## src/rtl/datablock_pkg.sv

```systemverilog
// Shared types and defaults for the two-requester datablock arbiter.
package datablock_pkg;

   typedef enum logic [1:0] {
      IDLE   = 2'd0,
      ACCESS = 2'd1,
      RESP   = 2'd2
   } state_t;

   localparam int DEF_ADDR_W = 2;
   localparam int DEF_DATA_W = 2;
   localparam int NREQ       = 2;

endpackage

```

## src/rtl/datablock_mem.sv

```systemverilog
// DEPTH x DATA_W register storage: async clear, synchronous write, combinational read.
module datablock_mem
   import datablock_pkg::*;
#(
   parameter int ADDR_W = DEF_ADDR_W,
   parameter int DATA_W = DEF_DATA_W
) (
   input  logic              clk,
   input  logic              rst_n,
   input  logic              we,
   input  logic [ADDR_W-1:0] waddr,
   input  logic [DATA_W-1:0] wdata,
   input  logic [ADDR_W-1:0] raddr,
   output logic [DATA_W-1:0] rdata
);

   localparam int DEPTH = 2 ** ADDR_W;

   logic [DATA_W-1:0] mem_q [DEPTH];
   logic [DATA_W-1:0] mem_d [DEPTH];

   always_comb begin
      mem_d = mem_q;
      if (we) mem_d[waddr] = wdata;
   end

   always_ff @(posedge clk or negedge rst_n) begin
      if (!rst_n) begin
         for (int i = 0; i < DEPTH; i++) mem_q[i] <= '0;
      end else begin
         mem_q <= mem_d;
      end
   end

   assign rdata = mem_q[raddr];

endmodule

```

## src/rtl/datablock_arbiter.sv

```systemverilog
// Round-robin arbiter sharing one datablock between two valid/ready requesters.
// Define DATABLOCK_ARB_FIXED_PRIO_EN for fixed priority (requester 0 wins ties).
module datablock_arbiter
   import datablock_pkg::*;
#(
   parameter int ADDR_W = DEF_ADDR_W,
   parameter int DATA_W = DEF_DATA_W
) (
   input  logic                     clk,
   input  logic                     rst_n,
   input  logic [NREQ-1:0]          req_valid,
   input  logic [NREQ-1:0]          req_we,
   input  logic [NREQ*ADDR_W-1:0]   req_addr,
   input  logic [NREQ*DATA_W-1:0]   req_wdata,
   output logic [NREQ-1:0]          req_ready,
   output logic                     rsp_valid,
   output logic                     rsp_id,
   output logic [DATA_W-1:0]        rsp_rdata,
   input  logic                     rsp_ready
);

   state_t            state_q, state_d;
   logic              we_q, we_d;
   logic [ADDR_W-1:0] addr_q, addr_d;
   logic [DATA_W-1:0] wdata_q, wdata_d;
   logic              id_q, id_d;
   logic              rsp_valid_q, rsp_valid_d;
   logic              rsp_id_q, rsp_id_d;
   logic [DATA_W-1:0] rsp_rdata_q, rsp_rdata_d;
   logic              grant_w;
   logic              mem_we;
   logic [DATA_W-1:0] mem_rdata;

`ifndef DATABLOCK_ARB_FIXED_PRIO_EN
   logic last_grant_q, last_grant_d;
`endif

   // A lone request wins outright; a tie goes by priority policy.
   always_comb begin
      grant_w = req_valid[1];
      if (req_valid == 2'b11) begin
`ifdef DATABLOCK_ARB_FIXED_PRIO_EN
         grant_w = 1'b0;
`else
         grant_w = ~last_grant_q;
`endif
      end
   end

   always_comb begin
      state_d     = state_q;
      we_d        = we_q;
      addr_d      = addr_q;
      wdata_d     = wdata_q;
      id_d        = id_q;
      rsp_valid_d = rsp_valid_q;
      rsp_id_d    = rsp_id_q;
      rsp_rdata_d = rsp_rdata_q;
      req_ready   = '0;
      mem_we      = 1'b0;
`ifndef DATABLOCK_ARB_FIXED_PRIO_EN
      last_grant_d = last_grant_q;
`endif
      case (state_q)
         IDLE: begin
            if (|req_valid) begin
               req_ready[grant_w] = 1'b1;
               if (req_valid[grant_w] && req_ready[grant_w]) begin
                  we_d    = req_we[grant_w];
                  addr_d  = req_addr[int'(grant_w)*ADDR_W +: ADDR_W];
                  wdata_d = req_wdata[int'(grant_w)*DATA_W +: DATA_W];
                  id_d    = grant_w;
`ifndef DATABLOCK_ARB_FIXED_PRIO_EN
                  last_grant_d = grant_w;
`endif
                  state_d = ACCESS;
               end
            end
         end
         ACCESS: begin
            mem_we      = we_q;
            rsp_rdata_d = we_q ? wdata_q : mem_rdata;
            rsp_id_d    = id_q;
            rsp_valid_d = 1'b1;
            state_d     = RESP;
         end
         RESP: begin
            if (rsp_valid_q && rsp_ready) begin
               rsp_valid_d = 1'b0;
               state_d     = IDLE;
            end
         end
         default: state_d = IDLE;
      endcase
   end

   always_ff @(posedge clk or negedge rst_n) begin
      if (!rst_n) begin
         state_q     <= IDLE;
         we_q        <= 1'b0;
         addr_q      <= '0;
         wdata_q     <= '0;
         id_q        <= 1'b0;
         rsp_valid_q <= 1'b0;
         rsp_id_q    <= 1'b0;
         rsp_rdata_q <= '0;
`ifndef DATABLOCK_ARB_FIXED_PRIO_EN
         last_grant_q <= 1'b1;
`endif
      end else begin
         state_q     <= state_d;
         we_q        <= we_d;
         addr_q      <= addr_d;
         wdata_q     <= wdata_d;
         id_q        <= id_d;
         rsp_valid_q <= rsp_valid_d;
         rsp_id_q    <= rsp_id_d;
         rsp_rdata_q <= rsp_rdata_d;
`ifndef DATABLOCK_ARB_FIXED_PRIO_EN
         last_grant_q <= last_grant_d;
`endif
      end
   end

   datablock_mem #(.ADDR_W(ADDR_W), .DATA_W(DATA_W)) u_mem (
      .clk   (clk),
      .rst_n (rst_n),
      .we    (mem_we),
      .waddr (addr_q),
      .wdata (wdata_q),
      .raddr (addr_q),
      .rdata (mem_rdata)
   );

   assign rsp_valid = rsp_valid_q;
   assign rsp_id    = rsp_id_q;
   assign rsp_rdata = rsp_rdata_q;

endmodule
```

## config.mk

```make
export PLATFORM = sky130hd
export DESIGN_NAME = datablock_arbiter
export DESIGN_NICKNAME = d
export VERILOG_FILES = /design/src/rtl/datablock_pkg.sv /design/src/rtl/datablock_mem.sv /design/src/rtl/datablock_arbiter.sv
export SDC_FILE = /design/constraint.sdc
export NUM_CORES = 1
export LEC_CHECK = 0
export CAP_MARGIN = 5
export CORE_MARGIN = 5
export CORE_UTILIZATION = 46
export CTS_BUF_LIST = sky130_fd_sc_hd__clkbuf_8
export DETAILED_ROUTE_END_ITERATION = 6
export MAX_ROUTING_LAYER = met4
export PLACE_DENSITY = 0.76
export SLEW_MARGIN = 20
export SYNTH_ARGS = -nofsm -noshare
export SYNTH_HDL_FRONTEND = slang
export SYNTH_SLANG_ARGS = --single-unit
```

## constraint.sdc

```tcl
create_clock -name clk -period 1.5 [get_ports clk]
set_input_delay 0.15 -clock clk [delete_from_list [all_inputs] [get_ports clk]]
set_output_delay 0.15 -clock clk [all_outputs]
set_load 0.02 [all_outputs]
```

==> impl_metrics.sql <==
INSERT INTO impl_metrics (metric_group, metric, value, unit) VALUES
('placed_design', 'port-buffer-count', '20', ''),
('yosys', 'synth_cell_type_count', '25', ''),
('route', 'vias', '716', ''),
('pwr', 'power.static_leakage', '0.615', 'nW'),
('yosys', 'synthCells', '72', ''),
('placed_design', 'dpl.hpwl', '1490', 'um'),
('global_routing', 'grt_pass1_vias', '780', ''),
('route', 'vias_per_inst', '5.38', ''),
('status', 'violations', 'negative setup slack', ''),
('setup_path', 'worstSetupEndpointType', 'output pin', ''),
('placed_design', 'dpl_worst_slack', '-0.346', 'ns'),
('sta', 'finalCriticalPeriod', '1.51', 'ns'),
('floorplan', 'dieArea', '3150', 'um2'),
('global_routing', 'sum_of_overflow_across_all_layers_after_global_routing', '0', ''),
('global_routing', 'track_usage', '0.145', ''),
('sta', 'final_critical_path_setup_slack', '-0.00817', 'ns'),
('global_routing', 'busiest_metal_layer_after_global_routing', 'met2', ''),
('min_path', 'timing.hold.worst.class', 'in -> async', ''),
('pwr', 'power_density', '2030', 'nW/um2'),
('finish', 'drive_above_1_share', '0.396', ''),
('sta', 'hold_ws', '0.242', 'ns'),
('finish', 'area_of_the_multi_input_gates', '452', 'um2'),
('clock_network', 'clkLatencyLatePin', '0.25', 'ns'),
('flow_run', 'max_cap_viol_count', '0', ''),
('route', 'wl', '2080', 'um'),
('finish', 'area_taken_by_flip_flops_and_latches', '527', 'um2'),
('pwr', 'max-vdd-ir-drop', '1270', 'uV'),
('finish', 'finalNetCount', '122', ''),
('yosys', 'synth.avg_cell_area', '13.6', 'um2'),
('global_routing', 'routing_usage_on_met3', '0.0278', ''),
('finish', 'area.growth.synth_to_final', '39.1', '%'),
('clock_network', 'cts-buffers-inserted', '3', ''),
('clock_network', 'ctsHoldBuffers', '0', ''),
('yosys', 'syn_nets', '87', ''),
('floorplan', 'num_io_pins', '21', ''),
('pwr', 'report.power.total', '2.77', 'mW'),
('sta', 'timing.final.max_slew_violations', '0', ''),
('floorplan', 'die_width', '56.2', 'um'),
('yosys', 'asyncSetResetFlopFracSynth', '1.00', ''),
('yosys', 'ys_warn_count', '0', ''),
('sta', 'worst-slew-pin-transition', '0.332', 'ns'),
('floorplan', 'fp-row-count', '16', ''),
('sta', 'finalHoldViolCount', '0', ''),
('floorplan', 'core_region_area', '2000', 'um2'),
('yosys', 'synth-main-ff-cell', 'sky130_fd_sc_hd__dfrtp_1', ''),
('floorplan', 'floorplan.initialDensity', '0.489', ''),
('yosys', 'synth-seq-area-share', '0.538', ''),
('route', 'first_drt_iteration_drcs', '5', ''),
('route', 'dr.pass1.iters', '4', ''),
('sta', 'finClkSkew', '0.00103', 'ns'),
('global_routing', 'grt_antenna_before_repair', '0', ''),
('yosys', 'netlist_area', '980', 'um2'),
('global_routing', 'gr-usage-met2', '0.247', ''),
('setup_path', 'critical_path_required', '1.35', 'ns'),
('global_routing', 'grt_first_pass_wirelength', '3370', 'um'),
('clock_network', 'cts_tree', 'yes', ''),
('finish', 'antenna-diode-count', '0', ''),
('global_routing', 'grt_util_met1', '0.154', ''),
('route', 'drc', '0', ''),
('route', 'routedWlPerCell', '15.7', 'um'),
('clock_network', 'clockBufferDepth', '2', ''),
('yosys', 'yosys-top-cells-area', 'sky130_fd_sc_hd__dfrtp_1 51%, sky130_fd_sc_hd__mux2_2 15%, sky130_fd_sc_hd__mux4_2 4.6%', ''),
('global_routing', 'grt_max_degree', '22', ''),
('sta', 'min_period_over_period', '1.01', ''),
('yosys', 'synth_area_leader_cell', 'sky130_fd_sc_hd__dfrtp_1', ''),
('setup_path', 'worst-setup-path-type', 'reg -> out', ''),
('setup_path', 'worst-endpoint-arrival', '1.36', 'ns'),
('route', 'detail-route-antenna-nets', '0', ''),
('setup_path', 'worstPathMaxFanout', '2', ''),
('placed_design', 'place_congestion', '0.828', ''),
('sta', 'timing.slew.headroom', '0.776', ''),
('clock_network', 'clock_tree.root_cell', 'sky130_fd_sc_hd__clkbuf_8', ''),
('clock_network', 'clk_transition_reported_paths', '0.07', 'ns'),
('yosys', 'synth_seq_cells', '21', ''),
('status', 'run_status', 'finished with violations', ''),
('sta', 'clock.fmax', '663', 'MHz'),
('sta', 'unrepaired_setup_endpoints_after_global_routing', 'yes', ''),
('yosys', 'edff_count_synth', '0', ''),
('clock_network', 'ctsHtreeMaxLevel', '1', ''),
('floorplan', 'die_height', '56.2', 'um'),
('clock_network', 'clock-sinks', '21', ''),
('setup_path', 'worst_setup_path_start_kind', 'flop', ''),
('sta', 'report.final.setup_viol', '1', ''),
('finish', 'layout.filler_cells', '149', ''),
('yosys', 'synth_largest_type_area_fraction', '0.511', '');
power breakdown:
group          internal (mW)  total (mW)  leakage, nW  switching [mW]
Clock                  0.182       0.352       0.0269           0.170
Sequential             0.856        1.09        0.256           0.235
Combinational          0.799        1.33        0.332           0.526
metal layers:
metal	share of wire	vias to the layer above
met5	0	-
met4	0.023	0
met3	0.035	6
met2	0.55	18
met1	0.39	355
li1	-	337
critical path: stages (launching register included):
cell	delay, ns
sky130_fd_sc_hd__dfrtp_1	0.38
sky130_fd_sc_hd__or2_4	0.26
sky130_fd_sc_hd__or2_4	0.27
sky130_fd_sc_hd__nor2_4	0.08
sky130_fd_sc_hd__buf_6	0.12
stage by stage:
step,utilization,setup TNS (ns),cell area [um2],cells
2_1_floorplan,-,0,980,72
3_3_place_gp,0.637,-0.987,1270,127
3_5_place_dp,0.637,-1.32,1270,127
4_1_cts,0.659,-0.0324,1320,131
5_1_grt,0.681,-0.107,1360,133
6_report,0.681,-0.00817,1360,133
kinds of logic after synthesis:
logic type,Yosys count,synth area share
flip-flops,21,0.538
AND/OR/NAND/NOR,18,0.135
multiplexers,17,0.216
AO/OA/AOI/OAI,11,0.0817
buffers and inverters,5,0.0294
what timing repair did:
action / 4_1_cts / 5_1_grt
setup endpoints to repair: 13 / 10
endpoints found under the hold margin: 0 / 0
gates resized for setup: 11 / 7
setup buffers: 0 / 2
pin swaps: 1 / 5
sequential cells by signal (all words and copies together), names as in the netlist:
name,cells
addr_q,2
id_q,1
last_grant_q,1
rsp_id,1
rsp_rdata,2
rsp_valid,1
state_q,2
u_mem.mem_q,8
wdata_q,2
we_q,1
cells in the final DEF (no fill, tap or decap), types with 2 or more instances in the layout:
master,n
sky130_fd_sc_hd__dfrtp_1,20
sky130_fd_sc_hd__clkdlybuf4s50_1,18
sky130_fd_sc_hd__mux2_2,13
sky130_fd_sc_hd__buf_4,12
sky130_fd_sc_hd__nor2_1,4
sky130_fd_sc_hd__a21o_1,3
sky130_fd_sc_hd__a221o_1,3
sky130_fd_sc_hd__inv_1,3
sky130_fd_sc_hd__a21oi_1,3
sky130_fd_sc_hd__clkbuf_8,3
sky130_fd_sc_hd__or2_4,2
sky130_fd_sc_hd__nor4b_1,2
sky130_fd_sc_hd__mux4_2,2
sky130_fd_sc_hd__mux2i_1,2
sky130_fd_sc_hd__buf_6,2
synth_stat cells (2+ instances only):
master / count
sky130_fd_sc_hd__mux4_2: 2
sky130_fd_sc_hd__inv_1: 2
sky130_fd_sc_hd__mux2_2: 13
sky130_fd_sc_hd__a221o_1: 3
sky130_fd_sc_hd__a21o_1: 3
sky130_fd_sc_hd__mux2i_1: 2
sky130_fd_sc_hd__nor2_1: 5
sky130_fd_sc_hd__dfrtp_1: 20
sky130_fd_sc_hd__a21oi_1: 3
sky130_fd_sc_hd__nor2b_1: 2
sky130_fd_sc_hd__nor4b_1: 3
worst paths after layout:
path,startpoint,end,slack [ns],cells after the start
setup / recovery,state_q[0],req_ready[0],-0.008,4
hold / removal,rst_n,rsp_valid,0.24,2
setup reg to reg,state_q[0],addr_q[1],0.01,5
hold reg to reg,id_q,id_q,0.48,1
max in group asynchronous,rst_n,last_grant_q,0.99,2
min in group clk,id_q,id_q,0.48,1
layout make-up:
cell class	instances	share of cell area
Clock buffer	3	0.0303
Clock inverter	1	0.00275
Inverter	2	0.00551
Timing Repair Buffer	33	0.219
Sequential cell	21	0.387
Tap cell	27	0.0248
Multi-Input combinational cell	46	0.331
(Power assumes the default switching activity.)
